$ cat src/rtl/fetch_byte_aligner_if.sv
// Fetch-line / decoder-window bundle for fetch_byte_aligner.
// master = fetch source + decoder side, slave = aligner.
interface fetch_byte_aligner_if #(
  parameter int LINE_BYTES = 16
);
  localparam int OW = $clog2(LINE_BYTES);
  localparam int CW = $clog2(2*LINE_BYTES) + 1;

  logic                    flush;
  logic [OW-1:0]           flush_off;
  logic                    line_valid;
  logic                    line_ready;
  logic [LINE_BYTES*8-1:0] line_data;
  logic                    win_valid;
  logic [LINE_BYTES*8-1:0] win_data;
  logic [CW-1:0]           win_cnt;
  logic                    consume_valid;
  logic [OW-1:0]           consume_len;

  modport master (
    output flush, flush_off, line_valid, line_data, consume_valid, consume_len,
    input  line_ready, win_valid, win_data, win_cnt
  );
  modport slave (
    input  flush, flush_off, line_valid, line_data, consume_valid, consume_len,
    output line_ready, win_valid, win_data, win_cnt
  );
endinterface

$ cat src/rtl/fetch_byte_aligner.sv
// Two-line circular byte buffer feeding a byte rotator so the decoder always
// sees the oldest unconsumed byte at window byte 0.

module shift_right_rotate #(
  parameter int WIDTH     = 32,
  parameter int N         = 8,
  parameter int OUT_LANES = WIDTH,
  parameter int AW        = $clog2(WIDTH)
) (
  input  logic [WIDTH-1:0][N-1:0]     din,
  input  logic [AW-1:0]               amt,
  output logic [OUT_LANES-1:0][N-1:0] dout
);
  // WIDTH is a power of two, so the AW-bit add wraps modulo WIDTH.
  for (genvar i = 0; i < OUT_LANES; i++) begin : g_lane
    logic [AW-1:0] idx;
    assign idx     = AW'(i) + amt;
    assign dout[i] = din[idx];
  end
endmodule

module fetch_byte_aligner #(
  parameter int LINE_BYTES = 16,
  parameter int PTR_W      = 5
) (
  input logic                   clk,
  input logic                   rst_n,
  fetch_byte_aligner_if.slave   bus
);
  localparam int OW = $clog2(LINE_BYTES);
  localparam int CW = $clog2(2*LINE_BYTES) + 1;

  logic [1:0][LINE_BYTES-1:0][7:0] buf_q;
  logic [1:0]                      half_v;
  logic                            wr_half;
  logic [PTR_W-1:0]                ptr;
  logic [CW-1:0]                   cnt;
  logic                            drop_pend;
  logic [OW-1:0]                   drop_amt;

  logic                            acc, cons;
  logic [PTR_W-1:0]                ptr_n;
  logic [CW-1:0]                   add_amt, sub_amt;
  logic [1:0]                      half_v_n;
  logic [2*LINE_BYTES-1:0][7:0]    buf_flat;
  logic [LINE_BYTES-1:0][7:0]      win_b;

  assign bus.line_ready = !half_v[wr_half];
  assign bus.win_valid  = (cnt >= CW'(LINE_BYTES));
  assign bus.win_cnt    = cnt;
  assign bus.win_data   = win_b;

  assign acc   = bus.line_valid && bus.line_ready && !bus.flush;
  assign cons  = bus.consume_valid && bus.win_valid && (bus.consume_len != '0) && !bus.flush;
  assign ptr_n = ptr + PTR_W'(bus.consume_len);

  assign add_amt = acc  ? (CW'(LINE_BYTES) - (drop_pend ? CW'(drop_amt) : '0)) : '0;
  assign sub_amt = cons ? CW'(bus.consume_len) : '0;

  // Accept targets a free half and consume only frees a valid one, so the
  // set and clear never touch the same bit.
  always_comb begin
    half_v_n = half_v;
    if (acc) half_v_n[wr_half] = 1'b1;
    if (cons && (ptr_n[PTR_W-1] != ptr[PTR_W-1])) half_v_n[ptr[PTR_W-1]] = 1'b0;
  end

  assign buf_flat = buf_q;

  shift_right_rotate #(.WIDTH(2*LINE_BYTES), .N(8), .OUT_LANES(LINE_BYTES)) u_rot (
    .din  (buf_flat),
    .amt  (ptr),
    .dout (win_b)
  );

  always_ff @(posedge clk or negedge rst_n) begin
    if (!rst_n) begin
      buf_q     <= '0;
      half_v    <= '0;
      wr_half   <= 1'b0;
      ptr       <= '0;
      cnt       <= '0;
      drop_pend <= 1'b0;
      drop_amt  <= '0;
    end else if (bus.flush) begin
      // Buffer contents are left stale; cnt/half_v gate what is visible.
      half_v    <= '0;
      wr_half   <= 1'b0;
      cnt       <= '0;
      ptr       <= PTR_W'(bus.flush_off);
      drop_pend <= 1'b1;
      drop_amt  <= bus.flush_off;
    end else begin
      if (acc) begin
        buf_q[wr_half] <= bus.line_data;
        wr_half        <= !wr_half;
        drop_pend      <= 1'b0;
      end
      if (cons) ptr <= ptr_n;
      half_v <= half_v_n;
      cnt    <= cnt + add_amt - sub_amt;
    end
  end
endmodule

$ cat src/flat_wrapper.sv
// flat-port wrapper written by rule: the top's interface ports become plain ports
module fetch_byte_aligner_flat 
#(
  parameter int LINE_BYTES = 16,
  parameter int PTR_W      = 5
)
  (clk, rst_n, bus_flush, bus_flush_off, bus_line_valid, bus_line_data, bus_consume_valid, bus_consume_len, bus_line_ready, bus_win_valid, bus_win_data, bus_win_cnt);
  fetch_byte_aligner_if #(.LINE_BYTES(LINE_BYTES)) bus_i ();
  input logic clk;
  input logic rst_n;
  input wire logic [$bits(bus_i.flush)-1:0] bus_flush;
  input wire logic [$bits(bus_i.flush_off)-1:0] bus_flush_off;
  input wire logic [$bits(bus_i.line_valid)-1:0] bus_line_valid;
  input wire logic [$bits(bus_i.line_data)-1:0] bus_line_data;
  input wire logic [$bits(bus_i.consume_valid)-1:0] bus_consume_valid;
  input wire logic [$bits(bus_i.consume_len)-1:0] bus_consume_len;
  output wire logic [$bits(bus_i.line_ready)-1:0] bus_line_ready;
  output wire logic [$bits(bus_i.win_valid)-1:0] bus_win_valid;
  output wire logic [$bits(bus_i.win_data)-1:0] bus_win_data;
  output wire logic [$bits(bus_i.win_cnt)-1:0] bus_win_cnt;
  assign bus_i.flush = bus_flush;
  assign bus_i.flush_off = bus_flush_off;
  assign bus_i.line_valid = bus_line_valid;
  assign bus_i.line_data = bus_line_data;
  assign bus_i.consume_valid = bus_consume_valid;
  assign bus_i.consume_len = bus_consume_len;
  assign bus_line_ready = bus_i.line_ready;
  assign bus_win_valid = bus_i.win_valid;
  assign bus_win_data = bus_i.win_data;
  assign bus_win_cnt = bus_i.win_cnt;
  fetch_byte_aligner #(.LINE_BYTES(LINE_BYTES), .PTR_W(PTR_W)) u_core (.clk(clk), .rst_n(rst_n), .bus(bus_i));
endmodule
$ cat config.mk
export PLATFORM = sky130hd
export DESIGN_NAME = fetch_byte_aligner_flat
export DESIGN_NICKNAME = d
export VERILOG_FILES = /design/src/rtl/fetch_byte_aligner_if.sv /design/src/rtl/fetch_byte_aligner.sv /design/src/flat_wrapper.sv
export SDC_FILE = /design/constraint.sdc
export NUM_CORES = 1
export LEC_CHECK = 0
export BUFFER_PORTS_ARGS = -buffer_cell sky130_fd_sc_hd__buf_2
export CAP_MARGIN = 10
export CORE_MARGIN = 5
export CORE_UTILIZATION = 50
export DETAILED_ROUTE_END_ITERATION = 16
export GPL_ROUTABILITY_DRIVEN = 0
export PLACE_DENSITY = 0.7
export SYNTH_ARGS = -nofsm -noshare
export SYNTH_HDL_FRONTEND = slang
export SYNTH_SLANG_ARGS = --single-unit
$ cat constraint.sdc
create_clock -name clk -period 4.55 [get_ports clk]
set_input_delay 0.91 -clock clk [delete_from_list [all_inputs] [get_ports clk]]
set_output_delay 0.91 -clock clk [all_outputs]
set_load 0.005 [all_outputs]
==> out/results.ini <==
[outcome]
outcome=finished with violations
violations=setup timing

[cts]
cts_tree=done
clockBufferDepth=3
h-tree-depth=1
cts_hold_buf=0
clk_latency_ns=0.63
cts.clk_slew.worst_paths_ns=0.06
cts_sinks=275
root_buffer=clkbuf_16
cts-buffers-inserted=31

[floorplan]
rows=79
die_area_sq_um=51070
initial_core_util=0.5032
die_y_um=226.0
core_area_sq_um=46360
die-width_um=226.0
io_pins=277

[sta]
finalHoldViolCount=0
timing.slew.headroom=0.2996
setup_ws_ns=-0.04215
rsz0062_at_grt=true
setup_viol=1
fin_tns_setup_ns=-0.04215
skew_ns=0.02490
min_period_over_period=1.009
tightest_slew_ns=1.051
fmax_ghz=0.2178
slew_viol_final=0
finalCriticalPeriod_ns=4.592

[route]
first_pass_iters=7
drt-total-wl_mm=80.07
drtIter0Drc=2416
routedWlPerCell_um=29.75
vias_per_cell=7.086
drc_errors=0
antenna_left=0
vias=19070

[logic_synthesis]
synth.net_count=2026
synth_ff_type=dfrtp_1
ys_seq_area_frac=0.2950
yosysWarnings=0
post_synth.cell_area_avg_sq_um=12.56
synthArstFlopShare=1.000
syn_area_sq_um=23330
netlist_instances=1857
synth_edf_count=0
ys_ff_latch=275
ys_types=44

[pwr]
ir_drop_uv=628.5
power.total_w=0.02329
sw_frac_of_total=0.4669
power.switching_w=0.01088
p_clk_frac=0.109
p_seq_frac=0.218
intPower_w=0.01242
p_per_area_nw_per_um2=881.1
leakage_nw=10.77
power_frac_comb=0.672

[worst_setup_path]
critical_path_buf_inv_count=3
startpoint=u_core.ptr[0]
cp_max_fo=40
cp_data_arrival_time_ns=3.68
cp_top_family=XOR/XNOR gates
cpPeakStageDelay_ns=0.81
path_class=reg -> out
r2r-start=u_core.bus.win_cnt[5]
start_kind=register
worstPathCellList=inv_1 -> ha_4 -> xnor2_4 -> buf_12 -> mux2_2 -> o22ai_1 -> a221oi_1 -> buf_2
end_kind=output pin
cpMaxStageDelayCell=xnor2_4
crit_required_ns=3.64

[flow_run]
cap_violations=0

[final_layout]
design_area_sq_um=26440
drive_above_1_share=0.5255
nNetsFinal=2233
area_delta_synth_final_pct=13.33

[placed_design]
dp_hpwl_mm=61.43
portBuffers=276
dpl_cell_area_sq_um=25290

[global_routing]
grt_antenna_before_repair=2
grt_max_degree=131
gr-total-overflow=0
grt_pass1_vias=18650
grt_first_pass_wirelength_mm=117.7
grt_use_total=0.3053

[worst_hold_path]
hp-class=in -> async

[routing by layer]
metal  vias to the layer above  wire, um  track usage
met4                         0      5712       0.1591
met5                         -         0            0
met2                      1425     37660       0.4946
met1                      9604     27740       0.3851
met3                       301      8950      0.07084
li1                       7739         -            -
[cell type report]
type                       instances  area, sq um
clock inverter                    12        163.9
fill                            3717        19920
inverter                          32        120.1
multi-input combinational       1398        15650
timing repair buffer             326         1988
clock buffer                      39        855.8
antenna                            2        5.005
tap                              607        759.5
sequential                       275         6892
[flip-flops by register name, summed over array words and instances, names as in the netlist]
register,cells
u_core.buf_flat,256
u_core.bus.win_cnt,6
u_core.drop_amt,4
u_core.drop_pend,1
u_core.half_v,2
u_core.ptr,5
u_core.wr_half,1
[Yosys cell counts (7+ instances only)]
| master | count | area [sq um] |
|---|---|---|
| mux2i_1 | 137 | 1371 |
| o22ai_1 | 77 | 481.7 |
| xor2_1 | 9 | 78.83 |
| nor2b_1 | 8 | 50.05 |
| a211oi_1 | 9 | 67.56 |
| ha_1 | 23 | 287.8 |
| o21ai_0 | 39 | 195.2 |
| nand2_1 | 146 | 548.0 |
| a221oi_1 | 26 | 227.7 |
| a21oi_1 | 55 | 275.3 |
| inv_1 | 31 | 116.4 |
| dfrtp_1 | 275 | 6882 |
| mux2_2 | 413 | 4651 |
| xnor2_1 | 27 | 236.5 |
| buf_4 | 28 | 210.2 |
| buf_2 | 74 | 370.4 |
| nor2_1 | 72 | 270.3 |
| o211ai_1 | 11 | 82.58 |
| a31o_2 | 7 | 61.31 |
| mux4_2 | 272 | 6126 |
| clkbuf_1 | 38 | 142.6 |
| buf_1 | 7 | 26.28 |
| nor3_1 | 15 | 75.07 |
[worst reg2reg max path, cell delays in order, from the launching register on]
cell and delay, ns:
dfrtp_1 0.42, o21ai_0 0.52, nor3_1 0.21, and2_1 0.24, fa_1 0.51, inv_1 0.04, ha_1 0.32, a21oi_1 0.17
nor2b_1 0.10, o2111ai_1 0.19, o311ai_0 0.15
[worst paths after layout]
check                                        end  slack, ns  cells after the start
min reg2reg                   u_core.drop_amt[1]       0.56                      2
max reg2reg                u_core.bus.win_cnt[5]       1.53                     10
min in group clk              u_core.buf_flat[3]       0.53                      2
max                            bus_win_data[125]      -0.04                      8
max in group asynchronous   u_core.buf_flat[242]       3.39                      2
min                        u_core.bus.win_cnt[2]       0.18                      1
[cells in the final DEF, fill, tap and decap left out, types with 5 or more instances in the layout]
cell / n
mux2_2: 413
buf_2: 275
mux4_2: 272
dfrtp_1: 271
nand2_1: 146
mux2i_1: 137
o22ai_1: 77
nor2_1: 72
a21oi_1: 55
o21ai_0: 37
buf_4: 34
clkbuf_16: 31
inv_1: 30
xnor2_1: 24
ha_1: 21
a221oi_1: 20
nor3_1: 14
o211ai_1: 11
buf_12: 11
xor2_1: 8
nor2b_1: 7
a211oi_1: 7
a31o_2: 7
and3_1: 6
nand2b_1: 6
a221oi_2: 6
or3_1: 5
fa_1: 5
clkbuf_8: 5
[power by group through the flow]
stage	logic, W	registers (W)	clock network (W)
2_1_floorplan	0.00999	0.00435	0
3_3_place_gp	0.0147	0.00491	0
3_5_place_dp	0.0150	0.00504	0
4_1_cts	0.0151	0.00501	0.00259
5_1_grt	0.0163	0.00520	0.00267
6_report	0.0157	0.00509	0.00255
[cell families after synthesis]
family,count (synthesis),synth area share
and+or+nand+nor,272,0.04860
DFF,275,0.2950
muxes,822,0.5208
xor gates and xnor gates,39,0.01561
buffers and inverters,184,0.03942
AOI/OAI and AO/OA,237,0.06399
adders and majority gates,28,0.01663
[through the flow]
| stage | utilization | cells | worst slack (ns) | hold WS, ns |
|---|---|---|---|---|
| 4_1_cts | 0.5676 | 2687 | -0.006439 | 0.1876 |
| 2_1_floorplan | - | 1857 | 0.5275 | 0.5134 |
| 3_3_place_gp | 0.5456 | 2636 | 0.7172 | 0.5473 |
| 3_5_place_dp | 0.5456 | 2636 | 0.6729 | 0.5440 |
| 6_report | 0.5703 | 2691 | -0.04215 | 0.1813 |
| 5_1_grt | 0.5702 | 2689 | -0.01535 | 0.2066 |
[what timing repair did]
item / CTS / global route
gates resized for setup: 0 / 16
pin swaps: 0 / 1
setup buffers: 0 / 1
setup endpoints to repair: 1 / 23
No activity file was read; power rests on OpenSTA's default activity.
